[src/rtl/matrix_pkg.sv]
// Shared constants, state encoding and index helper for the sequential 3x3 matrix multiplier.
// Optional cycle counter is enabled in the top level by defining MATSEQ_CYCLE_CNT_EN.
package matrix_pkg;

    localparam int unsigned DATA_W     = 8;
    localparam int unsigned ACC_W      = 19;
    localparam int unsigned N          = 3;
    localparam int unsigned NUM_ELEM   = N * N;

    localparam int unsigned LOAD_IDX_W = 5;
    localparam int unsigned IJK_W      = 2;
    localparam int unsigned OUT_IDX_W  = 4;

    localparam logic [LOAD_IDX_W-1:0] LOAD_LAST = 5'd17;
    localparam logic [LOAD_IDX_W-1:0] LOAD_B0   = 5'd9;
    localparam logic [IJK_W-1:0]      IJK_LAST  = 2'd2;
    localparam logic [OUT_IDX_W-1:0]  OUT_LAST  = 4'd8;

    typedef enum logic [1:0] {
        StLoad    = 2'd0,
        StCompute = 2'd1,
        StOutput  = 2'd2
    } state_e;

    // Row-major flat index r*N + c.
    function automatic logic [OUT_IDX_W-1:0] elem_idx(input logic [IJK_W-1:0] r,
                                                      input logic [IJK_W-1:0] c);
        return OUT_IDX_W'(r) * OUT_IDX_W'(N) + OUT_IDX_W'(c);
    endfunction

endpackage

[src/rtl/matrix_mac.sv]
// Single 8x8 multiply-accumulate unit shared across all 27 products.
// acc_next is combinational so the controller can store a finished dot product directly.
module matrix_mac
    import matrix_pkg::*;
(
    input  logic              clk,
    input  logic              rst,
    input  logic              en,
    input  logic              clr,
    input  logic [DATA_W-1:0] a,
    input  logic [DATA_W-1:0] b,
    output logic [ACC_W-1:0]  acc_next
);

    logic [ACC_W-1:0]    acc_q;
    logic [2*DATA_W-1:0] prod;

    always_comb begin
        prod     = (2*DATA_W)'(a) * (2*DATA_W)'(b);
        acc_next = (clr ? '0 : acc_q) + ACC_W'(prod);
    end

    always_ff @(posedge clk) begin
        if (rst) begin
            acc_q <= '0;
        end else if (en) begin
            acc_q <= acc_next;
        end
    end

endmodule

[src/rtl/matrix_seq_ctrl.sv]
// Sequential 3x3 matrix multiply controller: load A,B, 27-cycle shared-MAC compute, stream C.
// Define MATSEQ_CYCLE_CNT_EN to add the 16-bit cycle_cnt output.
module matrix_seq_ctrl
    import matrix_pkg::*;
(
    input  logic              clk,
    input  logic              rst,
    input  logic              in_valid,
    output logic              in_ready,
    input  logic [DATA_W-1:0] in_data,
    output logic              out_valid,
    input  logic              out_ready,
    output logic [ACC_W-1:0]  out_data,
    output logic              out_last,
    output logic              busy
`ifdef MATSEQ_CYCLE_CNT_EN
    ,
    output logic [15:0]       cycle_cnt
`endif
);

    state_e                state_q;
    logic [LOAD_IDX_W-1:0] load_idx_q;
    logic [IJK_W-1:0]      i_q;
    logic [IJK_W-1:0]      j_q;
    logic [IJK_W-1:0]      k_q;
    logic [OUT_IDX_W-1:0]  out_idx_q;

    logic [DATA_W-1:0]     a_buf_q [NUM_ELEM];
    logic [DATA_W-1:0]     b_buf_q [NUM_ELEM];
    logic [ACC_W-1:0]      c_buf_q [NUM_ELEM];

    logic                  in_hs;
    logic                  out_hs;
    logic [DATA_W-1:0]     mac_a;
    logic [DATA_W-1:0]     mac_b;
    logic [ACC_W-1:0]      mac_acc_next;
    logic                  mac_en;
    logic                  mac_clr;

    always_comb begin
        in_hs   = in_valid & in_ready;
        out_hs  = out_valid & out_ready;
        mac_a   = a_buf_q[elem_idx(i_q, k_q)];
        mac_b   = b_buf_q[elem_idx(k_q, j_q)];
        mac_en  = (state_q == StCompute);
        mac_clr = (k_q == '0);
    end

    matrix_mac u_mac (
        .clk      (clk),
        .rst      (rst),
        .en       (mac_en),
        .clr      (mac_clr),
        .a        (mac_a),
        .b        (mac_b),
        .acc_next (mac_acc_next)
    );

    always_ff @(posedge clk) begin
        if (rst) begin
            state_q    <= StLoad;
            load_idx_q <= '0;
            i_q        <= '0;
            j_q        <= '0;
            k_q        <= '0;
            out_idx_q  <= '0;
            in_ready   <= 1'b0;
            out_valid  <= 1'b0;
            out_data   <= '0;
            out_last   <= 1'b0;
            busy       <= 1'b0;
            for (int unsigned n = 0; n < NUM_ELEM; n++) begin
                a_buf_q[n] <= '0;
                b_buf_q[n] <= '0;
                c_buf_q[n] <= '0;
            end
        end else begin
            case (state_q)
                StLoad: begin
                    in_ready <= 1'b1;
                    // Storage only on a handshake, so X on in_data while idle never lands.
                    if (in_hs) begin
                        if (load_idx_q < LOAD_B0) begin
                            a_buf_q[load_idx_q[OUT_IDX_W-1:0]] <= in_data;
                        end else begin
                            b_buf_q[OUT_IDX_W'(load_idx_q - LOAD_B0)] <= in_data;
                        end
                        if (load_idx_q == LOAD_LAST) begin
                            load_idx_q <= '0;
                            in_ready   <= 1'b0;
                            busy       <= 1'b1;
                            i_q        <= '0;
                            j_q        <= '0;
                            k_q        <= '0;
                            state_q    <= StCompute;
                        end else begin
                            load_idx_q <= load_idx_q + 5'd1;
                        end
                    end
                end

                StCompute: begin
                    if (k_q == IJK_LAST) begin
                        c_buf_q[elem_idx(i_q, j_q)] <= mac_acc_next;
                        k_q <= '0;
                        if (j_q == IJK_LAST) begin
                            j_q <= '0;
                            if (i_q == IJK_LAST) begin
                                i_q       <= '0;
                                out_idx_q <= '0;
                                out_valid <= 1'b1;
                                out_data  <= c_buf_q[0];
                                out_last  <= 1'b0;
                                state_q   <= StOutput;
                            end else begin
                                i_q <= i_q + 2'd1;
                            end
                        end else begin
                            j_q <= j_q + 2'd1;
                        end
                    end else begin
                        k_q <= k_q + 2'd1;
                    end
                end

                StOutput: begin
                    if (out_hs) begin
                        if (out_last) begin
                            out_valid <= 1'b0;
                            out_last  <= 1'b0;
                            out_data  <= '0;
                            out_idx_q <= '0;
                            busy      <= 1'b0;
                            in_ready  <= 1'b1;
                            state_q   <= StLoad;
                        end else begin
                            out_idx_q <= out_idx_q + 4'd1;
                            out_data  <= c_buf_q[out_idx_q + 4'd1];
                            out_last  <= ((out_idx_q + 4'd1) == OUT_LAST);
                        end
                    end
                end

                default: begin
                    state_q <= StLoad;
                end
            endcase
        end
    end

`ifdef MATSEQ_CYCLE_CNT_EN
    logic cnt_run_q;

    // The cycle that accepts the first A beat is itself counted, so a stall-free matrix reads 54.
    always_ff @(posedge clk) begin
        if (rst) begin
            cycle_cnt <= '0;
            cnt_run_q <= 1'b0;
        end else if (state_q == StLoad && in_hs && load_idx_q == '0) begin
            cycle_cnt <= 16'd1;
            cnt_run_q <= 1'b1;
        end else if (cnt_run_q) begin
            if (cycle_cnt != 16'hFFFF) begin
                cycle_cnt <= cycle_cnt + 16'd1;
            end
            if (out_hs && out_last) begin
                cnt_run_q <= 1'b0;
            end
        end
    end
`endif

endmodule

[config.mk]
export PLATFORM = sky130hd
export DESIGN_NAME = matrix_seq_ctrl
export DESIGN_NICKNAME = d
export VERILOG_FILES = /design/src/rtl/matrix_pkg.sv /design/src/rtl/matrix_mac.sv /design/src/rtl/matrix_seq_ctrl.sv
export SDC_FILE = /design/constraint.sdc
export NUM_CORES = 1
export LEC_CHECK = 0
export ABC_AREA = 1
export BUFFER_PORTS_ARGS = -buffer_cell sky130_fd_sc_hd__buf_2
export CORE_MARGIN = 2
export CORE_UTILIZATION = 40
export CTS_CLUSTER_SIZE = 8
export DETAILED_ROUTE_END_ITERATION = 10
export GPL_ROUTABILITY_DRIVEN = 0
export PLACE_DENSITY_LB_ADDON = 0.3
export SYNTH_ARGS = -nofsm -noshare
export SYNTH_HDL_FRONTEND = slang
export SYNTH_HIERARCHICAL = 1
export SYNTH_SLANG_ARGS = --single-unit
[constraint.sdc]
create_clock -name clk -period 7 [get_ports clk]
set_input_delay 0.7 -clock clk [delete_from_list [all_inputs] [get_ports clk]]
set_output_delay 0.7 -clock clk [all_outputs]
set_load 0.01 [all_outputs]
==> impl_metrics.json <==
{
  "max-cap-violations": 0,
  "required_ns": 7.48,
  "design_area_sq_um": 35000,
  "nets": 3461,
  "synth_ff_type": "edfxtp_1",
  "layout_min_cycle_time_ns": 6.69,
  "max_freq_mhz": 150,
  "power.total_mw": 8.78,
  "cts_tree": "built",
  "die_y_microns": 282,
  "worst_slew_pin_slew_ns": 1.21,
  "synth-seq-cells": 619,
  "yosysTopAreaCellShare_pct": 54.4,
  "ys_warn_count": 6,
  "slowest_delay_ns": 0.57,
  "synth_cell_types": 44,
  "grt_max_degree": 88,
  "synthTopCellsByArea": "edfxtp_1 54%, nand2_1 8.1%, nor2_1 6.6%, inv_1 5.4%, nand3_1 4.2%",
  "root_buffer": "clkbuf_16",
  "totalWireLength_mm": 80.6,
  "clk_pin_slew_ns": 0.05,
  "critical-path-top-delay-family": "adder cells",
  "syn_area_per_cell_sq_um": 9.48,
  "grt_usage_pct": 20.4,
  "grt_setup_unrepaired": "yes",
  "synth_area_sq_um": 30900,
  "start_util_pct": 40.5,
  "htreeDepth": 3,
  "worstSetupPathType": "flop to flop",
  "final_cell_mix": "654 x nand2_1, 560 x edfxtp_1, 538 x nor2_1",
  "clockBufferDepth": 3,
  "cts_buffers": 87,
  "cp.arrival_ns": 7.17,
  "antenna_left": 0,
  "fin_tns_setup_ns": 0,
  "first_pass_iters": 5,
  "antenna_cells": 0,
  "path_buf_inv": 5,
  "io_pins": 35,
  "clock_skew_ns": 0.0555,
  "io_buffers": 34,
  "relSlewSlack_pct": 19.0,
  "via_count": 22300,
  "filler_cell_count": 7134,
  "status": "complete, no violations",
  "finalHoldViolations": 0,
  "grt_first_pass_wirelength_mm": 125,
  "cp-start-kind": "flop",
  "slowest_stage": "fa_1",
  "cp-end-kind": "flop",
  "post-route-util_pct": 46.0,
  "insertion_delay_ns": 0.66,
  "drive_above_1_share_pct": 8.96,
  "vdd_ir_drop_max_v": 0.000215,
  "synth-edff-count": 560,
  "yosysSeqAreaShare_pct": 58.3,
  "hpwl_mm": 50.8,
  "die-area_sq_um": 79500,
  "post-place-ws_ns": -0.0740,
  "p_leak_nw": 14.6,
  "finalCritPeriodShare_pct": 95.5,
  "setup_violations": 0,
  "setup_ws_ns": 0.313,
  "via_per_inst": 5.04,
  "drc": 0,
  "rows": 101,
  "synthCells": 3259,
  "p_per_area_nw_per_um2": 251,
  "area_delta_synth_final_pct": 13.4,
  "hp-class": "primary input to flop",
  "synth_top_area_cell": "edfxtp_1",
  "final_common_cell": "nand2_1",
  "drv_slew": 0,
  "grt_pass1_vias": 21800,
  "async_reset_ff_share_pct": 0,
  "grt-ovfl-total": 0,
  "cp_cell_sequence": "fa_1 -> ha_1 -> fa_1 -> buf_4 -> o221ai_1 -> nand3_1 -> nand2_1 -> nand2_1 -> inv_1 -> fa_1 -> fa_1 -> fa_1 -> inv_1 -> fa_1 -> inv_1 -> ha_1 -> nand2_1 -> nor2_1 -> nand2_1 -> nand3_1 -> xor2_1 -> clkinv_1 -> nor2_1",
  "cts_sinks": 619,
  "wl_per_cell_microns": 18.2,
  "place_area_sq_um": 32300,
  "core_sq_um": 76200,
  "cpMostUsedCell": "fa_1",
  "drt_iter0_drc": 2032,
  "die_w_microns": 282,
  "path_max_fanout": 16,
  "antenna_found_initial": 0
}
cells in the mapped netlist (10+ instances only):
cell	n
nand2_1	666
edfxtp_1	560
nor2_1	545
inv_1	442
nand3_1	262
o21ai_0	176
clkbuf_1	87
ha_1	63
a21oi_1	62
dfxtp_1	59
fa_1	54
buf_2	49
clkinv_1	29
o211ai_1	26
o221ai_1	23
buf_6	21
o22ai_1	17
nand3_2	13
o21ai_1	13
or2_1	11
a21oi_2	10
worst paths after layout:
| path | startpoint | end | slack, ns | cells after the start |
|---|---|---|---|---|
| setup reg to reg | k_q[1] | c_buf_q[8][9] | 0.31 | 23 |
| hold / removal | in_data[0] | a_buf_q[15][0] | 0.44 | 1 |
| hold reg to reg | in_ready | in_ready | 0.47 | 2 |
| setup / recovery | k_q[1] | c_buf_q[8][9] | 0.31 | 23 |
cell type report:
cell class	count	area [sq um]	area share (%)
Clock buffer	141	2390	6.82
Timing Repair inverter	6	37.5	0.107
Multi-Input combinational cell	2026	10500	30.0
Clock inverter	8	160	0.457
Sequential cell	619	18000	51.4
Timing Repair Buffer	118	823	2.35
Inverter	474	1810	5.16
Tap cell	1030	1290	3.68
state kept, by name, summed over array words and instances, names as in the netlist, 4 cells and up:
register,flops
b_buf_q,128
out_data,19
a_buf_q,128
out_idx_q,4
c_buf_q,304
u_mac/acc_q,19
load_idx_q,5
logic make-up after synthesis:
logic type | after synthesis | share of synthesized area (%)
XOR/XNOR | 17 | 0.591
multiplexers | 8 | 0.259
AO/OA/AOI/OAI | 333 | 6.12
buffers and inverters | 645 | 8.62
adder cells (fa/ha/maj) | 117 | 6.05
other | 1 | 0.0121
flip-flops | 619 | 58.3
AND/OR/NAND/NOR | 1519 | 20.1
through the flow:
step                      cells  hold slack, ns
after floorplan            3290           0.440
after global placement     4258           0.451
after detailed placement   4258           0.457
after CTS                  4407           0.409
after global routing       4422           0.440
final                      4422           0.443
where the power goes:
group	leakage, nW	internal [mW]	switching [mW]
Clock	1.21	2.33	1.61
Combinational	7.44	0.164	0.475
Sequential	5.98	4.16	0.0288
Total	14.6	6.66	2.12
timing repair:
item	in CTS	in global routing
pin swaps	0	4
setup buffers	0	9
hold buffers	0	0
gates resized for setup	1	38
setup endpoints to repair	38	175
hold endpoints to repair	0	0
gates cloned	0	6
routing by layer:
layer	GRT usage, %	wire length (microns)
met4	7.12	2210
met2	33.4	38200
met5	0	0
met3	2.90	5170
met1	27.9	35000
(Power assumes the default switching activity.)
